[src/rtl/arb_pkg.sv]
// arb_pkg: shared types, sizes and helpers for the round-robin mux arbiter.
package arb_pkg;
  localparam int N_REQ = 8;
  localparam int SEL_W = 3;
  typedef enum logic {IDLE, GRANT} state_t;
  function automatic logic [N_REQ-1:0] onehot(input logic [SEL_W-1:0] i);
    onehot = '0;
    onehot[i] = 1'b1;
  endfunction
  function automatic logic [SEL_W-1:0] rr_pick(input logic [N_REQ-1:0] req, input logic [SEL_W-1:0] ptr);
    rr_pick = ptr;
    for (int k = N_REQ - 1; k >= 0; k--)
      if (req[ptr + SEL_W'(k)]) rr_pick = ptr + SEL_W'(k);
  endfunction
endpackage

[src/rtl/rr_priority_enc.sv]
// rr_priority_enc: rotate requests by ptr, pick the lowest set bit, rotate the index back.
module rr_priority_enc
  import arb_pkg::*;
(
  input  logic [N_REQ-1:0] req,
  input  logic [SEL_W-1:0] ptr,
  output logic [SEL_W-1:0] idx,
  output logic             any
);
  logic [N_REQ-1:0] w_rot;
  logic [SEL_W-1:0] w_off;
  always_comb begin
    w_rot = '0;
    w_off = '0;
    for (int k = 0; k < N_REQ; k++) w_rot[k] = req[ptr + SEL_W'(k)];
    for (int k = N_REQ - 1; k >= 0; k--)
      if (w_rot[k]) w_off = SEL_W'(k);
  end
  assign idx = w_off + ptr;
  assign any = |req;
endmodule

[src/rtl/mux_rr_arbiter.sv]
// mux_rr_arbiter: round-robin owner of the shared 8:1 mux channel; drives select,
// one-hot grant and the valid/ready handshake, with capped locked bursts.
module mux_rr_arbiter
  import arb_pkg::*;
#(
  parameter int HOLD_MAX = 4,
  parameter int CW       = 4
) (
  input  logic             clk,
  input  logic             rstn,
  input  logic [N_REQ-1:0] req,
  input  logic [N_REQ-1:0] lock,
  input  logic             out_ready,
  output logic [SEL_W-1:0] sel,
  output logic [N_REQ-1:0] gnt,
  output logic             out_valid,
  output logic [N_REQ-1:0] beat_done
);
  state_t           r_state, w_state;
  logic [SEL_W-1:0] r_ptr, w_ptr, w_sel, w_scan, w_win;
  logic [CW-1:0]    r_cnt, w_cnt;
  logic [N_REQ-1:0] w_gnt, w_done;
  logic             w_valid, w_any, w_hs, w_hold;
  // On release the scan starts just past the served requester, making it lowest priority
  assign w_scan = (r_state == GRANT) ? sel + 1'b1 : r_ptr;
  assign w_hs   = out_valid & out_ready;
  assign w_hold = lock[sel] & req[sel] & (int'(r_cnt) + 1 < HOLD_MAX);
  rr_priority_enc u_enc (.req(req), .ptr(w_scan), .idx(w_win), .any(w_any));
  always_comb begin
    w_state = r_state;
    w_sel   = sel;
    w_gnt   = gnt;
    w_valid = out_valid;
    w_done  = '0;
    w_ptr   = r_ptr;
    w_cnt   = r_cnt;
    if (r_state == IDLE) begin
      if (w_any) begin
        w_state = GRANT;
        w_sel   = w_win;
        w_gnt   = onehot(w_win);
        w_valid = 1'b1;
        w_cnt   = '0;
      end
    end else if (w_hs) begin
      w_done = onehot(sel);
      if (w_hold) w_cnt = r_cnt + 1'b1;
      else begin
        w_ptr   = sel + 1'b1;
        w_cnt   = '0;
        w_state = w_any ? GRANT : IDLE;
        w_sel   = w_any ? w_win : sel;
        w_gnt   = w_any ? onehot(w_win) : '0;
        w_valid = w_any;
      end
    end else if (!req[sel]) begin
      w_state = IDLE;
      w_gnt   = '0;
      w_valid = 1'b0;
    end
  end
  always_ff @(posedge clk or negedge rstn) begin
    if (!rstn) begin
      r_state   <= IDLE;
      r_ptr     <= '0;
      r_cnt     <= '0;
      sel       <= '0;
      gnt       <= '0;
      out_valid <= 1'b0;
      beat_done <= '0;
    end else begin
      r_state   <= w_state;
      r_ptr     <= w_ptr;
      r_cnt     <= w_cnt;
      sel       <= w_sel;
      gnt       <= w_gnt;
      out_valid <= w_valid;
      beat_done <= w_done;
    end
  end
endmodule

[config.mk]
export PLATFORM = sky130hd
export DESIGN_NAME = mux_rr_arbiter
export DESIGN_NICKNAME = d
export VERILOG_FILES = /design/src/rtl/arb_pkg.sv /design/src/rtl/rr_priority_enc.sv /design/src/rtl/mux_rr_arbiter.sv
export SDC_FILE = /design/constraint.sdc
export NUM_CORES = 1
export LEC_CHECK = 0
export CAP_MARGIN = 20
export CELL_PAD_IN_SITES_DETAIL_PLACEMENT = 1
export CELL_PAD_IN_SITES_GLOBAL_PLACEMENT = 2
export CORE_AREA = 2 2 82 84
export DETAILED_ROUTE_END_ITERATION = 7
export DIE_AREA = 0 0 84 86
export PLACE_DENSITY_LB_ADDON = 0.2
export SYNTH_ARGS = -nofsm -noshare
export SYNTH_HDL_FRONTEND = slang
export SYNTH_SLANG_ARGS = --single-unit
[constraint.sdc]
create_clock -name clk -period 4.5 [get_ports clk]
set_clock_uncertainty 0.2 [all_clocks]
set_input_delay 0.9 -clock clk [delete_from_list [all_inputs] [get_ports clk]]
set_output_delay 0.9 -clock clk [all_outputs]
set_load 0.02 [all_outputs]
---- Word level (Yosys, flattened, before mapping) ----
Cells that the tools add are included.
operators by class
  add/subtract/negate cells ............... 11
  $lt $le $gt $ge ......................... 13
  eq/ne operators ......................... 4
  multiplexer cells ....................... 59
  bitwise operators ....................... 4
  reductions and logical operators ........ 8
operator list
  operator             count
  $mux 8               8
  $lt 3x4->1 const B   10
  $mux 3               13
  $bmux 1 s3           10
  $mux 1               22
  $mux 4               4
  $add 3x3->3 const B  4
  $reduce_or 8->1      1
  $add 3x1->3 const B  2
  $add 3x2->3 const B  2
  $demux 1 s3          2
  $ge 3x1->1 const B   2
  $ne 3x3->1 const B   2
  $reduce_and 3->1     2
  $add 4x1->5 const B  1
  $lt 5x3->1 const B   1
  $add 4x1->4 const B  1
  $reduce_and 2->1     2
  $add 3x3->3          1
  $and 1x1->1          3
  $logic_and 1x1->1    2
  $ne 2x1->1 const B   1
  $ne 2x2->1 const B   1
  $reduce_bool 2->1    1
  $not 1->1            1
storage, ports and cells
  bits in registers ....................... 28
  input bits .............................. 19
  output and inout port bits .............. 20
  word-level logic and storage cells ...... 106

---- Logic depth before layout (Yosys ltp) ----
  word-level depth ........................ 22
  gate-level depth with buffers ........... 17
  gate-level depth less buffers ........... 15

---- Hierarchy ----
Synthesis repeated with hierarchy kept, for this count alone.
second synthesis, totals
  cells, all modules ...................... 181
  area, all modules ....................... 2052.0 um2
modules (own cells, without submodules)
  module           instances  cells an instance  area each (um2)  seq. area each (um2)
  mux_rr_arbiter   1          117                1386.3           700.7
  rr_priority_enc  1          64                 665.6            0.0

---- Least setup slack after synthesis ----
Ideal clock, no wire load.
  kind .................................... reg-to-reg
  from .................................... register sel[0]
  to ...................................... register gnt[7]
  setup time .............................. 0.136 ns
  arrival time ............................ 3.598 ns
  data required time ...................... 4.164 ns
  slack ................................... 0.567 ns
  stages on the path, launching flop included .. 16
  buffers on the path ..................... 0
  period minus slack after synthesis ...... 3.933 ns
  cells stage by stage .................... dfrtp_1 -> ha_1 -> mux2i_4 -> inv_1 -> ha_1 -> mux4_2 -> mux2i_1 -> o41ai_1 -> a21oi_1 -> o211ai_1 -> and2_1 -> fa_1 -> xnor2_1 -> xnor2_4 -> nand2b_1 -> o21ai_0
on the way
  longest elaborated chain between the ends .. 22
  elaborated cells on any way between the ends .. 53
  classes of those cells .................. add/sub: 9; order compare: 2; eq/ne: 2; mux: 36; bitwise: 2; reduce/logical: 2
ends and longest elaborated chain
  item                                                                   RTL line               source
  start: declaration                                                     mux_rr_arbiter.sv:14   output logic [SEL_W-1:0] sel,
  start signal: assignment                                               mux_rr_arbiter.sv:75   sel <= w_sel;
  $add 3x1->3                                                            mux_rr_arbiter.sv:25   assign w_scan = (r_state == GRANT) ? sel + 1'b1 : r_ptr;
  $mux 3                                                                 mux_rr_arbiter.sv:25
  $add 3x3->3                                                            rr_priority_enc.sv:15  for (int k = 0; k < N_REQ; k++) w_rot[k] = req[ptr + SEL_W'(k)];
  $bmux 1 s3                                                             rr_priority_enc.sv:15
  $mux 1 (not written as such)                                           rr_priority_enc.sv:15
  $mux 3 (8 in a row)                                                    rr_priority_enc.sv:17  if (w_rot[k]) w_off = SEL_W'(k);
  $add 3x3->3                                                            rr_priority_enc.sv:19  assign idx = w_off + ptr;
  $lt 3x4->1 (not written as such) / $ge 3x1->1 (equally long branches)  arb_pkg.sv:8           onehot[i] = 1'b1;
  $logic_and 1x1->1 (not written as such)                                arb_pkg.sv:8
  $mux 1 (not written as such)                                           arb_pkg.sv:8
  $demux 1 s3                                                            arb_pkg.sv:8
  $mux 8                                                                 mux_rr_arbiter.sv:53   w_gnt = w_any ? onehot(w_win) : '0;
  $mux 8                                                                 mux_rr_arbiter.sv:47   if (w_hold) w_cnt = r_cnt + 1'b1;
  $mux 8                                                                 mux_rr_arbiter.sv:45   end else if (w_hs) begin
  $mux 8                                                                 mux_rr_arbiter.sv:37   if (r_state == IDLE) begin
  end signal: assignment                                                 mux_rr_arbiter.sv:76   gnt <= w_gnt;
  end: declaration                                                       mux_rr_arbiter.sv:15   output logic [N_REQ-1:0] gnt,
Parallel ways exist; a longest one is shown, timed or not. The select of a mux whose other input is x is not followed.
A chain may end at the register's enable or synchronous reset.

---- Final worst setup path ----
  from .................................... register r_state
  to ...................................... register gnt[5]
on the way
  longest elaborated chain between the ends .. 21
  elaborated cells on any way between the ends .. 47
  classes of those cells .................. add/sub: 8; order compare: 2; eq/ne: 2; mux: 32; reduce/logical: 3
ends and longest elaborated chain
  item                                                                   RTL line               source
  start: declaration                                                     mux_rr_arbiter.sv:19   state_t r_state, w_state;
  start signal: assignment                                               mux_rr_arbiter.sv:72   r_state <= w_state;
  $mux 3                                                                 mux_rr_arbiter.sv:25
  $add 3x3->3                                                            rr_priority_enc.sv:15
  $bmux 1 s3                                                             rr_priority_enc.sv:15
  $mux 1 (not written as such)                                           rr_priority_enc.sv:15
  $mux 3 (8 in a row)                                                    rr_priority_enc.sv:17
  $add 3x3->3                                                            rr_priority_enc.sv:19
  $lt 3x4->1 (not written as such) / $ge 3x1->1 (equally long branches)  arb_pkg.sv:8
  $logic_and 1x1->1 (not written as such)                                arb_pkg.sv:8
  $mux 1 (not written as such)                                           arb_pkg.sv:8
  $demux 1 s3                                                            arb_pkg.sv:8
  $mux 8                                                                 mux_rr_arbiter.sv:53
  $mux 8                                                                 mux_rr_arbiter.sv:47
  $mux 8                                                                 mux_rr_arbiter.sv:45
  $mux 8                                                                 mux_rr_arbiter.sv:37
Parallel ways exist; a longest one is shown, timed or not. The select of a mux whose other input is x is not followed.

==> impl_metrics.yaml <==
synthesis:
  synth_ff_type: "dfrtp_1"
  ys_ff_latch: 28
  synth.area.top_cells: "dfrtp_1 (36%), mux4_2 (6.9%), mux2i_1 (6.1%)"
  synth_top_area_cell: "dfrtp_1"
  synthCells: 199
  async_reset_ff_share_pct: 100
  syn_area_per_cell_sq_um: 9.87
  syn_nets: 222
  synth.distinct_cells: 47
  seq_area_frac_synth_pct: 35.7
  synth_edf_count: 0
  synth_top_area_share_pct: 35.7
  yosysWarnings: 0
  netlist_area_sq_um: 1960
critical_path:
  reg2reg_from: "r_state"
  cp.arrival_ns: 4.08
  crit_path_end_kind: "flop"
  required_ns: 4.45
  critPathMaxStageDelay_ns: 0.51
  path_depth: 15
  startpoint: "r_state"
  crit_type: "reg2reg"
  path_buf_inv: 1
  r2r_slack_ns: 0.36
  critPathTopFamily: "simple AND/OR/NAND/NOR gates"
  crit_path_start_kind: "flop"
  cp_slowest_cell: "dfrtp_2"
  crit_end: "gnt[5]"
  reg2regPathDepth: 15
  cp_cell_sequence: "or2_1, nand2_8, inv_6, ha_1, mux4_1, mux2i_1, o41ai_1, a21oi_1, o211ai_1, and2_1, fa_1, xnor2_2, xnor2_4, nand2b_1, o21ai_0"
  cp_max_fo: 11
  rr_endpoint: "gnt[5]"
global_routing:
  grt_usage_pct: 15.9
  grt_pass1_wl_um: 9000
  grt.overflow.total: 0
  met2_usage_pct: 26.9
  grt_pass1_vias: 1706
  grt_use_met1_pct: 21.8
  met3_usage_pct: 0.962
  grt_max_degree: 22
  gr-max-usage-layer: "met2"
  antenna_found_initial: 0
min_path:
  hp-class: "reg2reg"
drt:
  vias: 1693
  drt-initial-drc-count: 58
  ant_nets: 0
  via_per_inst: 5.29
  wl_per_cell_um: 16.8
  first_pass_iters: 4
  wl_um: 5380
  post-route-drc-count: 0
cts:
  htree_levels: 1
  clkTransAtPathRegs_ns: 0.10
  cts_root_buf: "clkbuf_8"
  ctsHoldBuffers: 0
  cts_tree: "done"
  cts.sinks: 28
  clk_latency_ns: 0.28
  clockBufferDepth: 2
  numCtsBuffers: 3
floorplan:
  core_sq_um: 6280
  ios: 39
  initial_core_util_pct: 31.3
  dieArea_sq_um: 7220
  fp.dieW_um: 84
  num_rows: 29
  die_height_um: 86
timing:
  slew_headroom_pct: 57.7
  worstMarginPinSlew_ns: 0.630
  max_freq_ghz: 0.242
  drv_slew: 0
  rsz0062_at_grt: "false"
  period_share_pct: 91.9
  finalHoldViolations: 0
  fin_crit_ns: 4.14
  timing.setup.tns_ns: 0
  setup_viol: 0
layout:
  seqCellArea_sq_um: 702
  fin_cells: 320
  syn_to_final_growth_pct: 29.5
  multi_input_area_sq_um: 1200
  diodes: 0
  n_fill_cell: 716
  nets: 267
  fin_area_sq_um: 2540
  drive_gt1_share_pct: 13.6
placed_design:
  gp_congestion: 0.775
  post_dp_cell_area_sq_um: 2450
  portBuffers: 38
  dp_hpwl_um: 4220
  dp.cells: 314
run_status:
  status: "finished clean"
job:
  maxCapViolCount: 0
## Yosys cell counts (all sizes together), types with 2 or more instances
library cell,n
ha,3
nor3,2
nand2,27
inv,5
nor2,16
and3,2
o21a,2
xor2,2
a211oi,2
a21oi,8
clkbuf,2
mux4,9
mux2i,13
or2,4
nand3,9
buf,5
xnor2,7
nor2b,3
o211ai,2
mux2,3
nand2b,5
and2,4
nand4,3
o21ai,20
dfrtp,28
## worst reg2reg max path: stages, from the launching register on
cell and delay (ns):
dfrtp_2 0.51, or2_1 0.38, nand2_8 0.15, inv_6 0.07, ha_1 0.37, mux4_1 0.34
mux2i_1 0.26, o41ai_1 0.14, a21oi_1 0.14, o211ai_1 0.16, and2_1 0.22, fa_1 0.41
xnor2_2 0.28, xnor2_4 0.16, nand2b_1 0.14, o21ai_0 0.08
## stage by stage
step                      hold WS (ns)  setup WS (ns)  util (%)
after global placement           0.271         0.0980      39.0
after detailed placement         0.276         0.0156      39.0
after CTS                        0.300          0.175      40.1
after global routing             0.342         0.0277      40.5
final                            0.295          0.363      40.5
after floorplan                  0.256          0.567         -
## worst min path at each step
stage,start,to,slack [ns],depth (start not counted)
final,gnt[1],gnt[1],0.29,2
after global routing,gnt[4],gnt[4],0.34,2
after CTS,gnt[1],gnt[1],0.30,2
after detailed placement,gnt[1],gnt[1],0.28,2
after global placement,gnt[0],gnt[0],0.27,2
after floorplan,r_cnt[3],r_cnt[3],0.26,1
## area by class of cell
cell class | count | area share [%]
sequential | 28 | 27.6
timing repair buffer | 47 | 17.6
multi-input combinational | 159 | 47.3
inverter | 5 | 0.935
clock inverter | 1 | 1.18
clock buffer | 3 | 1.62
tap | 77 | 3.79
## routing by layer
layer | vias to the layer above | wire length (um)
met1 | 848 | 2520
met3 | 4 | 122
li1 | 805 | -
met2 | 36 | 2670
met4 | 0 | 65
met5 | - | 0
## cells in the final DEF (no fill, tap or decap), drive strengths merged, types with 7 or more instances in the layout
| master | instances |
|---|---|
| a21oi | 8 |
| buf | 9 |
| clkdlybuf4s50 | 38 |
| dfrtp | 28 |
| mux2i | 13 |
| mux4 | 9 |
| nand2 | 27 |
| nand3 | 9 |
| nor2 | 16 |
| o21ai | 20 |
| xnor2 | 7 |
## cells by family after synthesis
family | Yosys count | share of synthesized area (%)
AOI/OAI and AO/OA | 41 | 12.5
xor gates and xnor gates | 9 | 4.97
adders and majority gates | 4 | 2.93
buffers and inverters | 12 | 3.50
DFF | 28 | 35.7
muxes | 25 | 19.9
and+or+nand+nor | 80 | 20.5
## flip-flops by register name (all words and copies together), names as in the netlist
name,cells
r_ptr,3
sel,3
r_state,1
r_cnt,4
out_valid,1
gnt,8
beat_done,8
## what timing repair did
| item | 4_1_cts | 5_1_grt |
|---|---|---|
| hold endpoints to repair | 0 | 0 |
| endpoints found under the setup margin | 0 | 8 |
| resized for setup | 0 | 2 |
| buffers inserted | 0 | 2 |
Power is not shown: default switching activity piles up to over one toggle a cycle in this logic, so the estimate is an artifact.
